## src/rtl/ctrl_pipe_pkg.sv

```systemverilog
// rtl/ctrl_pipe_pkg.sv - shared opcode, func, ALU, pc_source and shift encodings for the control pipe
package ctrl_pipe_pkg;

    localparam logic [5:0] OP_RTYPE = 6'h00;
    localparam logic [5:0] OP_BGEZ  = 6'h01;
    localparam logic [5:0] OP_J     = 6'h02;
    localparam logic [5:0] OP_JAL   = 6'h03;
    localparam logic [5:0] OP_BEQ   = 6'h04;
    localparam logic [5:0] OP_BNE   = 6'h05;
    localparam logic [5:0] OP_BGTZ  = 6'h07;
    localparam logic [5:0] OP_ADDI  = 6'h08;
    localparam logic [5:0] OP_ADDIU = 6'h09;
    localparam logic [5:0] OP_SLTI  = 6'h0A;
    localparam logic [5:0] OP_ANDI  = 6'h0C;
    localparam logic [5:0] OP_ORI   = 6'h0D;
    localparam logic [5:0] OP_LUI   = 6'h0F;
    localparam logic [5:0] OP_LW    = 6'h23;
    localparam logic [5:0] OP_SW    = 6'h2B;

    localparam logic [5:0] F_SLL  = 6'h00;
    localparam logic [5:0] F_SRL  = 6'h02;
    localparam logic [5:0] F_SRA  = 6'h03;
    localparam logic [5:0] F_JR   = 6'h08;
    localparam logic [5:0] F_ADD  = 6'h20;
    localparam logic [5:0] F_ADDU = 6'h21;
    localparam logic [5:0] F_SUB  = 6'h22;
    localparam logic [5:0] F_SUBU = 6'h23;
    localparam logic [5:0] F_AND  = 6'h24;
    localparam logic [5:0] F_OR   = 6'h25;
    localparam logic [5:0] F_XOR  = 6'h26;
    localparam logic [5:0] F_NOR  = 6'h27;
    localparam logic [5:0] F_SLT  = 6'h2A;

    typedef enum logic [3:0] {
        ALU_NOP  = 4'd0,
        ALU_ADD  = 4'd1,
        ALU_SUB  = 4'd2,
        ALU_AND  = 4'd3,
        ALU_OR   = 4'd4,
        ALU_XOR  = 4'd5,
        ALU_NOR  = 4'd6,
        ALU_SLT  = 4'd7,
        ALU_SLL  = 4'd8,
        ALU_SRL  = 4'd9,
        ALU_SRA  = 4'd10,
        ALU_ADDU = 4'd11,
        ALU_SUBU = 4'd12
    } alu_op_e;

    typedef enum logic [1:0] {
        PC_SEQ  = 2'b00,
        PC_JR   = 2'b01,
        PC_JUMP = 2'b11
    } pc_src_e;

    // Shift field: register shift by shamt, or LUI's shift-by-16 of the immediate.
    localparam logic [1:0] SHIFT_NONE = 2'b00;
    localparam logic [1:0] SHIFT_REG  = 2'b01;
    localparam logic [1:0] SHIFT_LUI  = 2'b10;

    // Width-independent part of the control bundle carried down the pipe.
    typedef struct packed {
        logic       alusrc;
        logic [1:0] shift;
        logic       signextend;
        logic       readmem;
        logic       writemem;
        logic       regwrite;
        logic       memtoreg;
        logic       link;
    } ctrl_t;

endpackage

```

## src/rtl/ctrl_decode.sv

```systemverilog
// rtl/ctrl_decode.sv - combinational opcode/func decoder producing the ID control bundle
module ctrl_decode
    import ctrl_pipe_pkg::*;
#(
    parameter int ALUOP_W  = 4,
    parameter int REG_W    = 5,
    parameter int LINK_REG = 31
) (
    input  logic               id_valid,
    input  logic [5:0]         opcode,
    input  logic [5:0]         func,
    input  logic [REG_W-1:0]   rs,
    input  logic [REG_W-1:0]   rt,
    input  logic [REG_W-1:0]   rd,
    output logic [ALUOP_W-1:0] aluop,
    output ctrl_t              ctrl,
    output logic [REG_W-1:0]   dst,
    output logic [1:0]         pc_source,
    output logic               branch,
    output logic               illegal,
    output logic [REG_W-1:0]   rs_read,
    output logic [REG_W-1:0]   rt_read
);

    alu_op_e          alu;
    logic [REG_W-1:0] dst_raw;
    logic             uses_rs;
    logic             uses_rt;

    // Decode table; an unknown op collapses back to the all-zero NOP bundle.
    always_comb begin
        alu       = ALU_NOP;
        ctrl      = '0;
        dst_raw   = '0;
        pc_source = PC_SEQ;
        branch    = 1'b0;
        illegal   = 1'b0;
        uses_rs   = 1'b0;
        uses_rt   = 1'b0;
        if (id_valid) begin
            case (opcode)
                OP_RTYPE: begin
                    ctrl.regwrite = 1'b1;
                    dst_raw       = rd;
                    uses_rs       = 1'b1;
                    uses_rt       = 1'b1;
                    case (func)
                        F_ADD:  alu = ALU_ADD;
                        F_ADDU: alu = ALU_ADDU;
                        F_SUB:  alu = ALU_SUB;
                        F_SUBU: alu = ALU_SUBU;
                        F_AND:  alu = ALU_AND;
                        F_OR:   alu = ALU_OR;
                        F_XOR:  alu = ALU_XOR;
                        F_NOR:  alu = ALU_NOR;
                        F_SLT:  alu = ALU_SLT;
                        F_SLL, F_SRL, F_SRA: begin
                            alu        = (func == F_SLL) ? ALU_SLL :
                                         (func == F_SRL) ? ALU_SRL : ALU_SRA;
                            ctrl.shift = SHIFT_REG;
                            uses_rs    = 1'b0;
                        end
                        F_JR: begin
                            pc_source     = PC_JR;
                            branch        = 1'b1;
                            ctrl.regwrite = 1'b0;
                            uses_rt       = 1'b0;
                        end
                        default: illegal = 1'b1;
                    endcase
                end
                OP_ADDI, OP_ADDIU, OP_SLTI: begin
                    alu             = (opcode == OP_ADDI)  ? ALU_ADD :
                                      (opcode == OP_ADDIU) ? ALU_ADDU : ALU_SLT;
                    ctrl.alusrc     = 1'b1;
                    ctrl.signextend = 1'b1;
                    ctrl.regwrite   = 1'b1;
                    dst_raw         = rt;
                    uses_rs         = 1'b1;
                end
                OP_ANDI, OP_ORI: begin
                    alu           = (opcode == OP_ANDI) ? ALU_AND : ALU_OR;
                    ctrl.alusrc   = 1'b1;
                    ctrl.regwrite = 1'b1;
                    dst_raw       = rt;
                    uses_rs       = 1'b1;
                end
                OP_LUI: begin
                    alu           = ALU_SLL;
                    ctrl.shift    = SHIFT_LUI;
                    ctrl.alusrc   = 1'b1;
                    ctrl.regwrite = 1'b1;
                    dst_raw       = rt;
                end
                OP_LW: begin
                    alu             = ALU_ADD;
                    ctrl.alusrc     = 1'b1;
                    ctrl.signextend = 1'b1;
                    ctrl.readmem    = 1'b1;
                    ctrl.memtoreg   = 1'b1;
                    ctrl.regwrite   = 1'b1;
                    dst_raw         = rt;
                    uses_rs         = 1'b1;
                end
                OP_SW: begin
                    alu             = ALU_ADD;
                    ctrl.alusrc     = 1'b1;
                    ctrl.signextend = 1'b1;
                    ctrl.writemem   = 1'b1;
                    uses_rs         = 1'b1;
                    uses_rt         = 1'b1;
                end
                OP_BEQ, OP_BNE, OP_BGTZ, OP_BGEZ: begin
                    alu             = ALU_SUB;
                    branch          = 1'b1;
                    ctrl.signextend = 1'b1;
                    uses_rs         = 1'b1;
                    uses_rt         = (opcode == OP_BEQ) || (opcode == OP_BNE);
                end
                OP_J: pc_source = PC_JUMP;
                OP_JAL: begin
                    pc_source     = PC_JUMP;
                    ctrl.regwrite = 1'b1;
                    ctrl.link     = 1'b1;
                    dst_raw       = REG_W'(LINK_REG);
                end
                default: illegal = 1'b1;
            endcase
        end
        if (illegal) begin
            alu       = ALU_NOP;
            ctrl      = '0;
            dst_raw   = '0;
            pc_source = PC_SEQ;
            branch    = 1'b0;
            uses_rs   = 1'b0;
            uses_rt   = 1'b0;
        end
    end

    // Unread source ports report register 0, which never matches a hazard destination.
    assign aluop   = ALUOP_W'(alu);
    assign dst     = ctrl.regwrite ? dst_raw : '0;
    assign rs_read = uses_rs ? rs : '0;
    assign rt_read = uses_rt ? rt : '0;

endmodule

```

## src/rtl/ctrl_pipe.sv

```systemverilog
// rtl/ctrl_pipe.sv - ID decode plus ID/EX, EX/MEM, MEM/WB control stages with load-use stall
module ctrl_pipe
    import ctrl_pipe_pkg::*;
#(
    parameter int ALUOP_W    = 4,
    parameter int REG_W      = 5,
    parameter int LOAD_DELAY = 1,
    parameter int LINK_REG   = 31
) (
    input  logic               clk,
    input  logic               rst,
    input  logic               id_valid,
    input  logic [5:0]         opcode,
    input  logic [5:0]         func,
    input  logic [REG_W-1:0]   rs,
    input  logic [REG_W-1:0]   rt,
    input  logic [REG_W-1:0]   rd,
    input  logic               flush,
    input  logic               freeze,
    output logic [1:0]         id_pc_source,
    output logic               id_branch,
    output logic               id_illegal,
    output logic               hazard_stall,
    output logic [ALUOP_W-1:0] ex_aluop,
    output logic               ex_alusrc,
    output logic [1:0]         ex_shift,
    output logic               ex_signextend,
    output logic [REG_W-1:0]   ex_dst,
    output logic               mem_readmem,
    output logic               mem_writemem,
    output logic               wb_regwrite,
    output logic               wb_memtoreg,
    output logic               wb_link,
    output logic [REG_W-1:0]   wb_dst
);

    localparam logic [2:0] LOAD_RELOAD = 3'(LOAD_DELAY - 1);

    logic [ALUOP_W-1:0] dec_aluop;
    ctrl_t              dec_ctrl;
    logic [REG_W-1:0]   dec_dst;
    logic [REG_W-1:0]   rs_read;
    logic [REG_W-1:0]   rt_read;

    ctrl_t              ex_ctrl;
    logic               mem_regwrite;
    logic               mem_memtoreg;
    logic               mem_link;
    logic [REG_W-1:0]   mem_dst;
    logic [2:0]         stall_cnt;
    logic               hazard_hit;
    logic               flush_now;

    ctrl_decode #(
        .ALUOP_W  (ALUOP_W),
        .REG_W    (REG_W),
        .LINK_REG (LINK_REG)
    ) u_decode (
        .id_valid  (id_valid),
        .opcode    (opcode),
        .func      (func),
        .rs        (rs),
        .rt        (rt),
        .rd        (rd),
        .aluop     (dec_aluop),
        .ctrl      (dec_ctrl),
        .dst       (dec_dst),
        .pc_source (id_pc_source),
        .branch    (id_branch),
        .illegal   (id_illegal),
        .rs_read   (rs_read),
        .rt_read   (rt_read)
    );

    // Only the live EX register is compared; rs_read/rt_read are 0 for unread ports.
    assign hazard_hit   = ex_ctrl.readmem && (ex_dst != '0) &&
                          ((rs_read == ex_dst) || (rt_read == ex_dst));
    // A frozen pipe ignores flush, so it cannot cancel a pending stall.
    assign flush_now    = flush && !freeze;
    assign hazard_stall = ((stall_cnt != 3'd0) || hazard_hit) && !flush_now;

    assign ex_alusrc     = ex_ctrl.alusrc;
    assign ex_shift      = ex_ctrl.shift;
    assign ex_signextend = ex_ctrl.signextend;

    // Stage registers and stall counter: freeze holds all, flush/stall bubble EX only.
    always_ff @(posedge clk or posedge rst) begin
        if (rst) begin
            ex_aluop     <= ALUOP_W'(ALU_NOP);
            ex_ctrl      <= '0;
            ex_dst       <= '0;
            mem_readmem  <= 1'b0;
            mem_writemem <= 1'b0;
            mem_regwrite <= 1'b0;
            mem_memtoreg <= 1'b0;
            mem_link     <= 1'b0;
            mem_dst      <= '0;
            wb_regwrite  <= 1'b0;
            wb_memtoreg  <= 1'b0;
            wb_link      <= 1'b0;
            wb_dst       <= '0;
            stall_cnt    <= 3'd0;
        end else if (!freeze) begin
            if (flush_now || hazard_stall) begin
                ex_aluop <= ALUOP_W'(ALU_NOP);
                ex_ctrl  <= '0;
                ex_dst   <= '0;
            end else begin
                ex_aluop <= dec_aluop;
                ex_ctrl  <= dec_ctrl;
                ex_dst   <= dec_dst;
            end
            mem_readmem  <= ex_ctrl.readmem;
            mem_writemem <= ex_ctrl.writemem;
            mem_regwrite <= ex_ctrl.regwrite;
            mem_memtoreg <= ex_ctrl.memtoreg;
            mem_link     <= ex_ctrl.link;
            mem_dst      <= ex_dst;
            wb_regwrite  <= mem_regwrite;
            wb_memtoreg  <= mem_memtoreg;
            wb_link      <= mem_link;
            wb_dst       <= mem_dst;
            if (flush_now) begin
                stall_cnt <= 3'd0;
            end else if (stall_cnt != 3'd0) begin
                stall_cnt <= stall_cnt - 3'd1;
            end else if (hazard_hit) begin
                stall_cnt <= LOAD_RELOAD;
            end
        end
    end

endmodule

```

## config.mk

```make
export PLATFORM = sky130hd
export DESIGN_NAME = ctrl_pipe
export DESIGN_NICKNAME = d
export VERILOG_FILES = /design/src/rtl/ctrl_pipe_pkg.sv /design/src/rtl/ctrl_decode.sv /design/src/rtl/ctrl_pipe.sv
export SDC_FILE = /design/constraint.sdc
export NUM_CORES = 1
export LEC_CHECK = 0
export BUFFER_PORTS_ARGS = -buffer_cell sky130_fd_sc_hd__buf_2
export CORE_MARGIN = 3
export CORE_UTILIZATION = 55
export CTS_CLUSTER_SIZE = 16
export DETAILED_ROUTE_END_ITERATION = 10
export PLACE_DENSITY = 0.92
export SLEW_MARGIN = 20
export SYNTH_ARGS = -nofsm -noshare
export SYNTH_HDL_FRONTEND = slang
export SYNTH_HIERARCHICAL = 1
export SYNTH_SLANG_ARGS = --single-unit
export TNS_END_PERCENT = 20
```

## constraint.sdc

```tcl
create_clock -name clk -period 3.1 [get_ports clk]
set_input_delay 0.155 -clock clk [delete_from_list [all_inputs] [get_ports clk]]
set_output_delay 0.155 -clock clk [all_outputs]
set_load 0.02 [all_outputs]
```

* Word level (Yosys, flattened, before mapping)
Index checks and enable logic that the tools add are counted.
Storage, ports and cells: register bits 39, input port bits 32, output and inout bits 28, word-level logic and storage cells 130
Cells by class: add/subtract/negate cells 1, eq/ne operators 28, muxes and demuxes 50, bitwise gates (word level) 1, reduce and logical (&&, ||, !) cells 29
Operators by type and width (count):
- equality test 6 bit, second input constant | 11
- equality test 6 x 4 -> 1 bit, second input constant | 7
- case mux 4 bit (10 select lines) | 1
- two-way mux 5 bit | 6
- two-way mux 9 bit | 3
- equality test 6 x 2 -> 1 bit, second input constant | 4
- two-way mux 4 bit | 6
- case mux 4 bit (6 select lines) | 1
- equality test 6 x 3 -> 1 bit, second input constant | 3
- two-way mux 1 bit | 18
- OR reduction 8 bit | 2
- case mux 5 bit (3 select lines) | 1
- OR reduction 14 bit | 1
- OR reduction 13 bit | 1
- zero test 6 bit | 2
- two-way mux 3 bit | 4
- OR reduction 11 bit | 1
- equality test 5 bit | 2
- OR reduction 9 bit | 1
- case mux 1 bit (2 select lines) | 4
- case mux 2 bit (2 select lines) | 2
- OR reduction 7 bit | 1
- equality test 6 x 1 -> 1 bit, second input constant | 1
- two-way mux 2 bit | 3
- 12 further kinds | 23

* Longest topological paths before layout
depth in word-level cells 14, mapped depth 13

* By module
The synthesis kept the hierarchy.
Modules (own cells, without submodules):
- ctrl_pipe | times used 1, cells an instance 152, area each 1890.6 um^2, sequential area each 975.9 um^2
- ctrl_decode | times used 1, cells an instance 151, area each 974.7 um^2, sequential area each 0.0 um^2

* Worst setup path before layout
OpenSTA, ideal clock, no wires.
path kind input -> register, start input port func[2], end register ex_aluop[1], library setup time 0.137 ns, data arrival time 2.723 ns, required time 2.963 ns, setup slack 0.240 ns, stages 12, cell sequence buf_2 > or2_2 > or4_1 > a221oi_1 > a211oi_2 > and2_1 > xor2_1 > nor3_1 > a22oi_2 > o211ai_4 > buf_12 > o31ai_4
On the way: cells in the longest elaborated chain, start to end 14, elaborated cells on any way between the ends 42
RTL lines:
- from (decl) | RTL line ctrl_pipe.sv:14 | input logic [5:0] func,
- equality test 6 x 4 -> 1 bit, or another cell as far along | RTL line ctrl_decode.sv:47 | case (func)
- OR reduction 13 bit (no source line) or OR reduction 3 bit (tied branches)
- two-way mux 1 bit | RTL line ctrl_decode.sv:47
- case mux 1 bit (2 select lines) | RTL line ctrl_decode.sv:41 | case (opcode)
- two-way mux 1 bit | RTL line ctrl_decode.sv:40 | if (id_valid) begin
- two-way mux 1 bit (*) | RTL line ctrl_decode.sv:130 | if (illegal) begin
- two-way mux 5 bit (*) | RTL line ctrl_decode.sv:144 | assign rs_read = uses_rs ? rs : '0;
- net rs_read[2] | RTL line ctrl_pipe.sv:42 | logic [REG_W-1:0] rs_read;
- equality test 5 bit (*) | RTL line ctrl_pipe.sv:77 | ((rs_read == ex_dst) || (rt_read == ex_dst));
- logical OR 1 bit (*) | RTL line ctrl_pipe.sv:77
- logical AND 1 bit (*) | RTL line ctrl_pipe.sv:76 | assign hazard_hit = ex_ctrl.readmem && (ex_dst != '0) &&
- logical OR 1 bit (*) | RTL line ctrl_pipe.sv:80 | assign hazard_stall = ((stall_cnt != 3'd0) || hazard_hit) && !flush_now;
- logical AND 1 bit (*) | RTL line ctrl_pipe.sv:80
- logical OR 1 bit (*) | RTL line ctrl_pipe.sv:104 | if (flush_now || hazard_stall) begin
- two-way mux 4 bit (*) | RTL line ctrl_pipe.sv:104
- to (signal assigned) | RTL line ctrl_pipe.sv:89 | ex_aluop <= ALUOP_W'(ALU_NOP);
- to (signal assigned) | RTL line ctrl_pipe.sv:105 | ex_aluop <= ALUOP_W'(ALU_NOP);
- to (signal assigned) | RTL line ctrl_pipe.sv:109 | ex_aluop <= dec_aluop;
- to (decl) | RTL line ctrl_pipe.sv:24 | output logic [ALUOP_W-1:0] ex_aluop,
The timed path passes the listed nets; every way through them passes the cells marked *. A chain may end at the register's enable or synchronous reset.

* Worst setup path after layout
start input port func[2], end output port hazard_stall
On the way: cells in the longest elaborated chain, start to end 12, elaborated cells on any way between the ends 34
RTL lines:
- equality test 6 x 4 -> 1 bit, or another cell as far along | RTL line ctrl_decode.sv:47
- OR reduction 13 bit (no source line) or OR reduction 3 bit (tied branches)
- two-way mux 1 bit | RTL line ctrl_decode.sv:47
- case mux 1 bit (2 select lines) | RTL line ctrl_decode.sv:41
- two-way mux 1 bit | RTL line ctrl_decode.sv:40
- two-way mux 1 bit (*) | RTL line ctrl_decode.sv:130
- two-way mux 5 bit (*) | RTL line ctrl_decode.sv:144
- net rs_read[2] | RTL line ctrl_pipe.sv:42
- equality test 5 bit (*) | RTL line ctrl_pipe.sv:77
- logical OR 1 bit (*) | RTL line ctrl_pipe.sv:77
- logical AND 1 bit (*) | RTL line ctrl_pipe.sv:76
- logical OR 1 bit (*) | RTL line ctrl_pipe.sv:80
- logical AND 1 bit (*) | RTL line ctrl_pipe.sv:80
- to (decl) | RTL line ctrl_pipe.sv:23 | output logic hazard_stall,
Marked as above.

==> run summary <==
The initial utilization of the core area, before any placement, comes to 0.587. The overflow left after global routing is 0. The die boundary height came out at ~78 um. Once detail routing completed, the nets flagged for antenna violations numbered 0. Entering global routing, the biggest net connects between 50 and 60 pins. The detailed-placement wirelength estimate is between 4000 and 5000 um. The worst path in the final design needs a cycle of 2.97 ns, including I/O delays and setup.

From left edge to right edge, the die measures 78.2 um. The most used flip-flop cell after synthesis is dfrtp_1. The top-level I/O count came out at 60. The relative max-transition margin came out at 0.361. The areal power density over the cells came out at roughly 360 mW/mm2. The number of instances in the synthesized netlist is 303. Routability-driven placement finished with a final weighted congestion of slightly above 0.9.

The clock transition at the registers of the reported paths came out at around 0.070 ns. Setup total negative slack on the finished layout was measured at 0 ns. The count of final hold-check violations came out at 0. The maximum clock frequency is approximately 340 MHz. By area the synthesized netlist is led by dfrtp_1, mux2_2, o31ai_4. The number of warnings issued by yosys came out at 6. The data required time at the worst endpoint came out at 2.94 ns. The post-route clock period utilization came out at 0.957.

The clock latency of the later-clocked register in the worst-skew pair is ~0.29 ns. The area used by multi-input combinational logic is 0.00163 mm2. The post-layout net count came out at between 300 and 400.

The per-cell routed wire length came out at roughly 15 um. For flop-to-flop paths, the worst setup slack is around 1.3 ns. The end of the worst register-to-register path is ex_ctrl[1].

At the pin with the least slew margin, the transition time is ~0.96 ns. The count of cells in the finished layout, fillers not included, comes to roughly 420. Counting flops with an async set or reset pin after synthesis yields a share of 1.00. The cell depth of the worst flop-to-flop path came out at 5. The tightest min-delay check is of the in -> reg type. The detailed-routing iteration count for the pre-antenna-repair pass came out at 4.

Once placement completed, the tool counted placed cells totaling 413. The instance count along the most critical hold path came out at 3. The share of synthesized area in the top cell type comes to 0.341. The initial antenna violation count came out at 0. The total length of routed wires is 6400 um. For this run, the total global-route usage over all layers was measured as 0.218. The critical path start-end classification is in -> out. The layout overhead on the synthesized area came out at 16.0%. The repair_antennas step left the layout with diodes totalling 0. TritonCTS built the clock tree. The total count of max-transition violations in the final report is 0. The sequential cells in the finished layout cover a total of 976 um2. A synthesized cell averages around 9.5 um2. The number of buffer cells added on primary ports is 59.

The synthesis-stage register bit count came out at 39. The largest fanout on the critical path is 11. STA classifies the critical path endpoint as a primary output. The number of remaining DRC errors is 0. The cell taking the most area after synthesis is dfrtp_1. STA classifies the critical path startpoint as an input pin. The clock tree buffer depth came out at 2.

The routed via count divided by cell count is roughly 5.7. The run finished with clean final reports. The routed via count is about 2400. The layout filler cell count is about 390. The layout cell share with drive strength beyond 1 came out at 0.352. The static leakage came out at 0.00155 uW. Counting distinct cell types in the post-synthesis netlist gives 55. The number of clock sinks is 39. The startpoint identified for the worst hold timing path is flush. Setup repair after global routing left no endpoint under its margin. The via count of the first global-routing pass came out at ~2300. The die outline area is roughly 0.0061 mm2. Counting the buffers created by CTS gives 5.

Setup violations remaining at the end of the flow were counted as 0. The sequential cell area fraction in the yosys report is 0.341. The maximum ir drop on the vdd rail is approximately 230 uV. The floorplan has 25 rows. The synthesized design contains 0 enable-type register cells.

The number of setup buffers added after CTS came out at 0. In this run the standard cell core region covers about 0.0049 mm2. The worst clock skew is approximately 0.0046 ns. The first-pass GRT wire length is between 10000 and 15000 um. The number of nets handed over by synthesis was about 340. The number of DRC markers in iteration 0 is 177. The CTS root buffer is clkbuf_8.

The number of maximum-capacitance constraint violations came out at 0. The cell area after technology mapping came out at 0.00287 mm2. The worst endpoint data arrival time is between 2 and 3 ns. The startpoint identified for the worst register-to-register timing path is ex_dst[4].

The worst hold path terminates at stall_cnt[2]. The H-tree generated during clock tree synthesis spans 2 levels.
==> power breakdown <==
| part | internal [uW] | switching [uW] |
|---|---|---|
| clock network | 322 | 171 |
| registers | 509 | 0.639 |
| logic | 63.9 | 114 |
==> kinds of logic (layout without fill, tap and decap cells) <==
group / count (synthesis) / after routing / share of synthesized area
buffers and inverters: 54 / 106 / 0.0930
xor gates and xnor gates: 14 / 14 / 0.0428
DFF: 39 / 39 / 0.341
muxes: 19 / 19 / 0.0747
AOI/OAI and AO/OA: 75 / 75 / 0.249
and+or+nand+nor: 102 / 102 / 0.200
==> worst max path at each step <==
| stage | end | slack (ns) | start | cells past startpoint |
|---|---|---|---|---|
| CTS | hazard_stall | 0.11 | func[2] | 12 |
| floorplan | ex_aluop[1] | 0.24 | func[2] | 12 |
| global route | hazard_stall | 0.001 | func[2] | 12 |
| finish | hazard_stall | 0.13 | func[2] | 12 |
| global placement | ex_dst[2] | 0.20 | func[2] | 12 |
| detailed placement | ex_ctrl[1] | 0.08 | func[2] | 12 |
==> cell type report <==
type	instances	area share
clock buffers	6	0.0218
flip-flops and latches	39	0.294
inverters	28	0.0316
multi-input cells	210	0.491
well taps	67	0.0252
repair buffers	70	0.118
clock inverters	2	0.0181
==> synth_stat cells, types with 2 or more instances <==
cell type	number
nor3b_1	2
nor4_1	4
nor2b_1	5
buf_2	2
or4_4	2
o32ai_1	2
o21ai_0	8
xnor2_1	3
and3_1	7
buf_4	3
buf_6	3
a221oi_1	6
nor3_4	2
xor2_1	11
clkbuf_1	15
or4_1	2
o21a_1	6
nor2_1	17
inv_1	28
a2111oi_0	2
and2_1	5
a31oi_1	2
or2_2	3
mux2_2	19
nand2_1	26
nor3_2	4
a32oi_1	2
a21oi_1	8
o31ai_4	10
nand2b_1	6
a211oi_1	2
nor3_1	13
dfrtp_1	39
o22a_1	2
a21o_1	5
o31ai_1	8
==> layout by cell type, fill, tap and decap left out, types with 8 or more instances in the layout <==
cell type / Yosys / routed
nor3_1: 13 / 13
nand2_1: 26 / 26
inv_1: 28 / 28
nor2_1: 17 / 17
buf_2: 2 / 59
o31ai_1: 8 / 8
o21ai_0: 8 / 8
o31ai_4: 10 / 10
dfrtp_1: 39 / 39
mux2_2: 19 / 19
xor2_1: 11 / 11
buf_4: 3 / 9
==> sequential cells by signal, indices dropped and copies added (netlist names) <==
| name | count |
|---|---|
| ex_ctrl | 5 |
| ex_dst | 5 |
| mem_dst | 5 |
| wb_dst | 5 |
| ex_aluop | 4 |
| stall_cnt | 3 |
| ex_shift | 2 |
| ex_alusrc | 1 |
| ex_signextend | 1 |
| mem_link | 1 |
| mem_memtoreg | 1 |
| mem_readmem | 1 |
| mem_regwrite | 1 |
| mem_writemem | 1 |
| wb_link | 1 |
| wb_memtoreg | 1 |
| wb_regwrite | 1 |
==> metrics by stage <==
stage / hold slack [ns] / util / cell area, um2 / power [uW] / setup WS [ns]
after CTS: 0.225 / 0.679 / 3310 / 1190 / 0.106
after detailed placement: 0.304 / 0.650 / 3170 / 694 / 0.0832
after floorplan: 0.360 / - / 2870 / 646 / 0.240
after global placement: 0.286 / 0.650 / 3170 / 691 / 0.195
after global routing: 0.240 / 0.681 / 3320 / 1230 / 0.00137
final: 0.233 / 0.681 / 3320 / 1180 / 0.134
==> worst max-delay path, cell delays in order <==
cell and delay (ns):
buf_2 0.16, or2_2 0.32, or4_1 0.52, a221oi_2 0.33, a211oi_2 0.11, and2_1 0.19
xor2_1 0.14, nor3_1 0.23, a22oi_2 0.12, o21ai_0 0.21, o21a_1 0.16, buf_2 0.16
==> per-layer routing <==
metal  up-vias  wire [um]  GRT usage
li1       1172          -          -
met1      1159       2620      0.277
met2        80       3290      0.371
met3        14        353     0.0333
met4         0        131     0.0874
met5         -          0          0
==> what timing repair did <==
| action | CTS | global route |
|---|---|---|
| endpoints found under the setup margin | 0 | 1 |
| resized for setup | 0 | 2 |
| hold endpoints to repair | 39 | 0 |
| hold buffers | 1 | 0 |
(Power assumes the default switching activity.)
